### config.mk
export PLATFORM = sky130hd
export DESIGN_NAME = onehot_mux_scan
export DESIGN_NICKNAME = d
export VERILOG_FILES = /design/src/rtl/onehot_mux_scan.sv
export SDC_FILE = /design/constraint.sdc
export NUM_CORES = 1
export LEC_CHECK = 0
export BUFFER_PORTS_ARGS = -buffer_cell sky130_fd_sc_hd__buf_2
export CORE_UTILIZATION = 43
export DETAILED_ROUTE_END_ITERATION = 12
export GPL_TIMING_DRIVEN = 1
export PLACE_DENSITY = 0.85
export REMOVE_ABC_BUFFERS = 1
export SLEW_MARGIN = 20
export SYNTH_ARGS = -nofsm -noshare
export SYNTH_HDL_FRONTEND = slang
export SYNTH_SLANG_ARGS = --single-unit
### constraint.sdc
create_clock -name clk -period 2.4 [get_ports clk]
set_input_delay 0.48 -clock clk [delete_from_list [all_inputs] [get_ports clk]]
set_output_delay 0.48 -clock clk [all_outputs]
set_load 0.1 [all_outputs]
### src/rtl/onehot_mux_scan.sv
// Registered one-hot N:1 selector with sticky multi-hot error flag and optional round-robin scan.
// Scan pointer, dwell counter and enable search exist only when ONEHOT_MUX_SCAN_EN is defined.
module onehot_mux_scan #(
    parameter int W     = 8,
    parameter int N     = 6,
    parameter int DWELL = 4
) (
    input  logic                 clk,
    input  logic                 rst_n,
    input  logic [N*W-1:0]       data_in,
    input  logic [N-1:0]         sel,
    input  logic                 mode,
    input  logic [N-1:0]         ch_en,
    input  logic                 err_clr,
    output logic [W-1:0]         y,
    output logic                 y_valid,
    output logic [$clog2(N)-1:0] ch_idx,
    output logic                 sel_err,
    output logic                 scan_tick
);

    localparam int IW = $clog2(N);

    logic [W-1:0]  chan [N];
    logic [IW-1:0] sel_idx;
    logic          sel_any;
    logic          sel_multi;
    logic          err_set;

    always_comb begin
        sel_idx   = '0;
        sel_any   = |sel;
        sel_multi = |(sel & (sel - N'(1)));
        for (int i = 0; i < N; i++) begin
            chan[i] = data_in[i*W +: W];
            if (sel[i]) sel_idx = IW'(i);
        end
    end

`ifdef ONEHOT_MUX_SCAN_EN
    localparam int CW = (DWELL > 1) ? $clog2(DWELL) : 1;

    logic [IW-1:0] ptr, ptr_nxt, ptr_adv, ptr_low, cand;
    logic [CW-1:0] cnt, cnt_nxt;
    logic          mode_q;
    logic          tick_nxt;
    logic          found;

    // Rotate-priority search: offsets 1..N above ptr, so a lone enabled channel finds itself.
    always_comb begin
        ptr_adv = ptr;
        ptr_low = '0;
        found   = 1'b0;
        cand    = '0;
        for (int k = 1; k <= N; k++) begin
            cand = IW'((int'(ptr) + k) % N);
            if (!found && ch_en[cand]) begin
                found   = 1'b1;
                ptr_adv = cand;
            end
        end
        for (int i = N - 1; i >= 0; i--) begin
            if (ch_en[i]) ptr_low = IW'(i);
        end
    end

    always_comb begin
        ptr_nxt  = ptr;
        cnt_nxt  = cnt;
        tick_nxt = 1'b0;
        if (!mode_q) begin
            if (|ch_en) ptr_nxt = ptr_low;
            cnt_nxt = '0;
        end else if (ch_en == '0) begin
            cnt_nxt = '0;
        end else if (!ch_en[ptr] || cnt == CW'(DWELL - 1)) begin
            ptr_nxt  = ptr_adv;
            cnt_nxt  = '0;
            tick_nxt = 1'b1;
        end else begin
            cnt_nxt = cnt + CW'(1);
        end
    end

    // Pointer and counter freeze while in manual mode.
    always_ff @(posedge clk or negedge rst_n) begin
        if (!rst_n) begin
            ptr       <= '0;
            cnt       <= '0;
            mode_q    <= 1'b0;
            scan_tick <= 1'b0;
        end else begin
            mode_q    <= mode;
            scan_tick <= mode & tick_nxt;
            if (mode) begin
                ptr <= ptr_nxt;
                cnt <= cnt_nxt;
            end
        end
    end

    assign err_set = sel_multi & ~mode;
`else
    localparam int unused_dwell = DWELL;
    wire unused_scan = ^{mode, ch_en};

    assign scan_tick = 1'b0;
    assign err_set   = sel_multi;
`endif

    always_ff @(posedge clk or negedge rst_n) begin
        if (!rst_n) begin
            y       <= '0;
            y_valid <= 1'b0;
            ch_idx  <= '0;
        end else begin
`ifdef ONEHOT_MUX_SCAN_EN
            if (mode) begin
                if (|ch_en) begin
                    y       <= chan[ptr_nxt];
                    y_valid <= 1'b1;
                    ch_idx  <= ptr_nxt;
                end else begin
                    y       <= '0;
                    y_valid <= 1'b0;
                    ch_idx  <= '0;
                end
            end else
`endif
            if (!sel_any) begin
                y       <= '0;
                y_valid <= 1'b0;
                ch_idx  <= '0;
            end else if (!sel_multi) begin
                y       <= chan[sel_idx];
                y_valid <= 1'b1;
                ch_idx  <= sel_idx;
            end
        end
    end

    // Set has priority over clear.
    always_ff @(posedge clk or negedge rst_n) begin
        if (!rst_n)       sel_err <= 1'b0;
        else if (err_set) sel_err <= 1'b1;
        else if (err_clr) sel_err <= 1'b0;
    end

endmodule
[Yosys cells after proc, flatten, opt, wreduce, memory -nomap -nowiden]
Index checks and enable logic that the tools add are counted.
Cells by class
  add/subtract/negate cells: 1
  $lt $le $gt $ge: 1
  eq/ne operators: 1
  mux-type cells: 16
  bitwise gates (word level): 2
  reductions and logical operators: 3
Operators by type and width (count)
  $mux W8: 4
  $bmux W8 S3: 1
  $mux W3: 4
  $reduce_or A6 Y1: 2
  $and A6 B6 Y6: 1
  $sub A6 B1 Y6 const B: 1
  $mux W1: 5
  $ge A4 B4 Y1 const B: 1
  $mux W2: 2
  $not A3 Y4: 1
  $ne A2 B2 Y1 const B: 1
  $reduce_bool A2 Y1: 1
Storage, ports and cells
  register bits: 13
  bits of input ports: 64
  output and inout port bits: 14
  word-level logic and storage cells: 28

[Depth between registers and ports, before layout]
  word-level depth: 11
  gate-level depth with buffers: 6
  gate-level depth less buffers: 4

[Least setup slack after synthesis]
OpenSTA, ideal clock, no wires.
  path type: input port to flip-flop
  from: input sel[2]
  to: register ch_idx[0]
  library setup time: 0.123 ns
  arrival: 1.649 ns
  required time: 2.277 ns
  path slack: 0.628 ns
  cell stages on the path: 6
  path buffers: 2
  cells stage by stage: buf_6 -> or3_4 -> a211oi_4 -> nor3_2 -> buf_6 -> a32o_1
Between the ends
  cells in the longest elaborated chain, start to end: 6
  elaborated cells on any way between the ends: 11
  classes of those cells: add/sub: 1; eq/ne: 1; mux: 6; bitwise: 1; reduce/logical: 2
RTL lines
  from (decl): line 11  | input logic [N-1:0] sel,
  parallel branches: the longest is 6 deep, another holds $sub A6 B1 Y6
  to (signal assigned): line 137  | ch_idx <= sel_idx;
  to (decl): line 17  | output logic [$clog2(N)-1:0] ch_idx,
Parallel ways; which one is timed is not known. The select of a mux whose other input is x is not followed.
A chain may end at the register's enable or synchronous reset.

[Worst setup path in the final report]
  from: input sel[4]
  to: register ch_idx[1]
Between the ends
  cells in the longest elaborated chain, start to end: 4
  elaborated cells on any way between the ends: 9
  classes of those cells: add/sub: 1; eq/ne: 1; mux: 4; bitwise: 1; reduce/logical: 2
RTL lines (line)
  $sub A6 B1 Y6 / $mux W3 (equally long branches): 33, 36
  $and A6 B6 Y6 / $mux W3 (equally long branches): 33, 36
  $reduce_or A6 Y1 / $mux W3 (equally long branches): 33, 134
  $ne A2 B2 Y1 (no source line) / $mux W3 (equally long branches)
Several ways; a longest one is shown, not always the timed one. The select of a mux whose other input is x is not followed.

==> out/qor.txt <==
Detailed-route wire length - 3120 microns
Min Clock Period, post-route - 1.86 ns
Status - completed
Clk_skew - 0 ns
Post-synth top area share - 31.3%
Pre-antenna DRT Iters - 4
Seq/Total Area, Yosys - 31.3%
Synthesized area per cell - 9.55 sq um
Total power - 0.00102 W
Post-synth cell types - 35
Top Ports - 78
Post-synthesis cell area - 0.00104 sq mm
Fillers - 215
Min-Delay Path Class - in2async
Final Max Tran Viols - 0
Detail Route Antenna Nets - 0
Worst-Skew Late Latency - 0.29 ns
Max-cap violations - 0
Clock Tree Root - clkbuf_4
Clock tree sinks - 13
Share of post-route cells with drive strength above 1 - 47.1%
Pwr dens - 742 mW/mm^2
Htree depth - 1
Reg area - 325 sq um
Final non-filler cell total - 202
Full die area - 0.00262 sq mm
Clock transition at path regs - 0.09 ns
Max VDD drop - 0.000435 V
Fin crit share - 77.6%
P_leak - 0.679 nW
Crit Path Class - in2reg
Synth warn - 0
Antenna violations before repair - 0
Total gr overflow - 0
Hold buffer count at CTS - 0
Largest net degree at the start of global routing - 22
# diodes - 0
Final hold viol count - 0
Flops & latches, synth - 13
Area occupied by multi-input gates - 606 sq um
Rows - 17
Routed length per placed instance - 15.5 microns
CTS tree - yes
Maximum buffer depth of the clock tree - 2
Core footprint - 0.00225 sq mm
Die span in y - 51.2 microns
R2R depth - 2
Hpwl dp - 2330 microns
Worst Path Required - 2.62 ns
Routed vias/inst - 5.85
Total CTS buffers - 3
PostCTS Resize Cnt - 0
Placed cell count - 198
Cells after Synth - 109
First-pass GRT wire length - 4750 microns
Gr usage total - 25.0%
Area delta synth->final - 32.1%
Die Wd - 51.2 microns
Iter 0 DRT Violations - 47
Vias in the first global route - 1112
Setup Buffers After CTS - 0
Crit end category - flip-flop
Initial Utilization - 46.2%
Fmax - 0.537 GHz
Least-Margin Pin Slew - 0.849 ns
Synth area leaders - dfrtp_1 (31%), mux2i_1 (8.7%), a32o_1 (7.7%)
Fin util - 61.0%
Unrepaired setup endpoints after global routing - no
DRC viols - 0
Final count of negative-setup-slack endpoints - 0
Startpoint Class - input port
CP Max Fanout - 21
Worst path arrival time - 2.08 ns
Vias - 1181
Synth area leader - dfrtp_1
Slew margin rel. - 43.1%
PortBufs - 69
Final Wtd Congestion - 0.799
TNS Setup - 0 ns
Nets - 239
## metal layers
layer	track usage, %	up-vias	wire length (microns)
li1	-	558	-
met1	27.9	549	1230
met2	45.8	65	1610
met3	3.57	9	236
met4	12.0	0	52
met5	0	-	0
## where the power goes
group	switching [W]	total, W	internal [W]
sequential	0.0000245	0.000289	0.000264
clock	0.0000799	0.000145	0.0000647
combinational	0.000458	0.000587	0.000130
total	0.000562	0.00102	0.000459
## through the flow
stage	setup WS (ns)	hold slack [ns]	cell area, sq um
6_report	0.538	0.0791	1380
5_1_grt	0.416	0.0831	1380
4_1_cts	0.584	0.0786	1380
3_5_place_dp	0.284	0.392	1350
3_3_place_gp	0.347	0.380	1350
2_1_floorplan	0.806	0.184	946
## cells by family after synthesis
logic type	after synthesis	synth area share (%)
compound gates	50	34.6
buf+inv	15	10.6
fa+ha+maj	1	0.962
mux	9	8.65
flops	13	31.2
xor+xnor	2	1.68
other cells	1	0.360
simple gates	18	11.9
## cells in the final DEF (no fill, tap or decap), types with 2 or more instances in the layout
master      n
o22ai_1     9
buf_2      69
nor4_1      2
o21ai_0    11
a2bb2oi_1   7
a32o_1      8
nor3_2      2
nor2_1      2
mux2i_1     9
nand2b_1    2
a21oi_1     9
buf_4       3
clkbuf_4    3
dfrtp_1    13
inv_1       3
nor3_1      3
## synthesized netlist by cell type (all sizes together)
cell type,count
xnor2,1
o21ai,11
a21oi,9
a22o,1
buf,9
nor2b,1
a2bb2oi,7
maj3,1
xor2,1
conb,1
or3,1
nand3,2
a211oi,1
a21o,1
nand2b,2
mux2i,9
inv,3
nor3,5
or2b,1
nor4,3
dfrtp,13
o22ai,9
o211ai,1
a221oi,1
nand2,1
clkbuf,2
clkinv,1
a32o,8
a211o,1
nor2,2
## state kept, by name (all words and copies together) (netlist names)
signal,cells
y,8
y_valid,1
ch_idx,3
sel_err,1
## critical path, stage by stage
cell and delay [ns]:
buf_2 0.33, nor3_1 0.13, nor2b_1 0.18, nor3_2 0.69
mux2i_1 0.26
## worst paths after layout
path                       startpoint         to  slack (ns)
max in group asynchronous       rst_n       y[2]        2.07
max reg2reg                   y_valid    y_valid        1.54
min in group clk              err_clr    sel_err        0.45
min                             rst_n  ch_idx[0]        0.08
max                            sel[4]  ch_idx[1]        0.54
min reg2reg                   sel_err    sel_err        0.48
## cell type report
cell class	instances	share of cell area, %
inverters	4	1.09
flip-flops and latches	13	23.7
repair buffers	72	26.8
clock buffers	4	1.91
multi-input cells	81	44.0
well taps	28	2.55
Power figures use the tool's default switching activity.
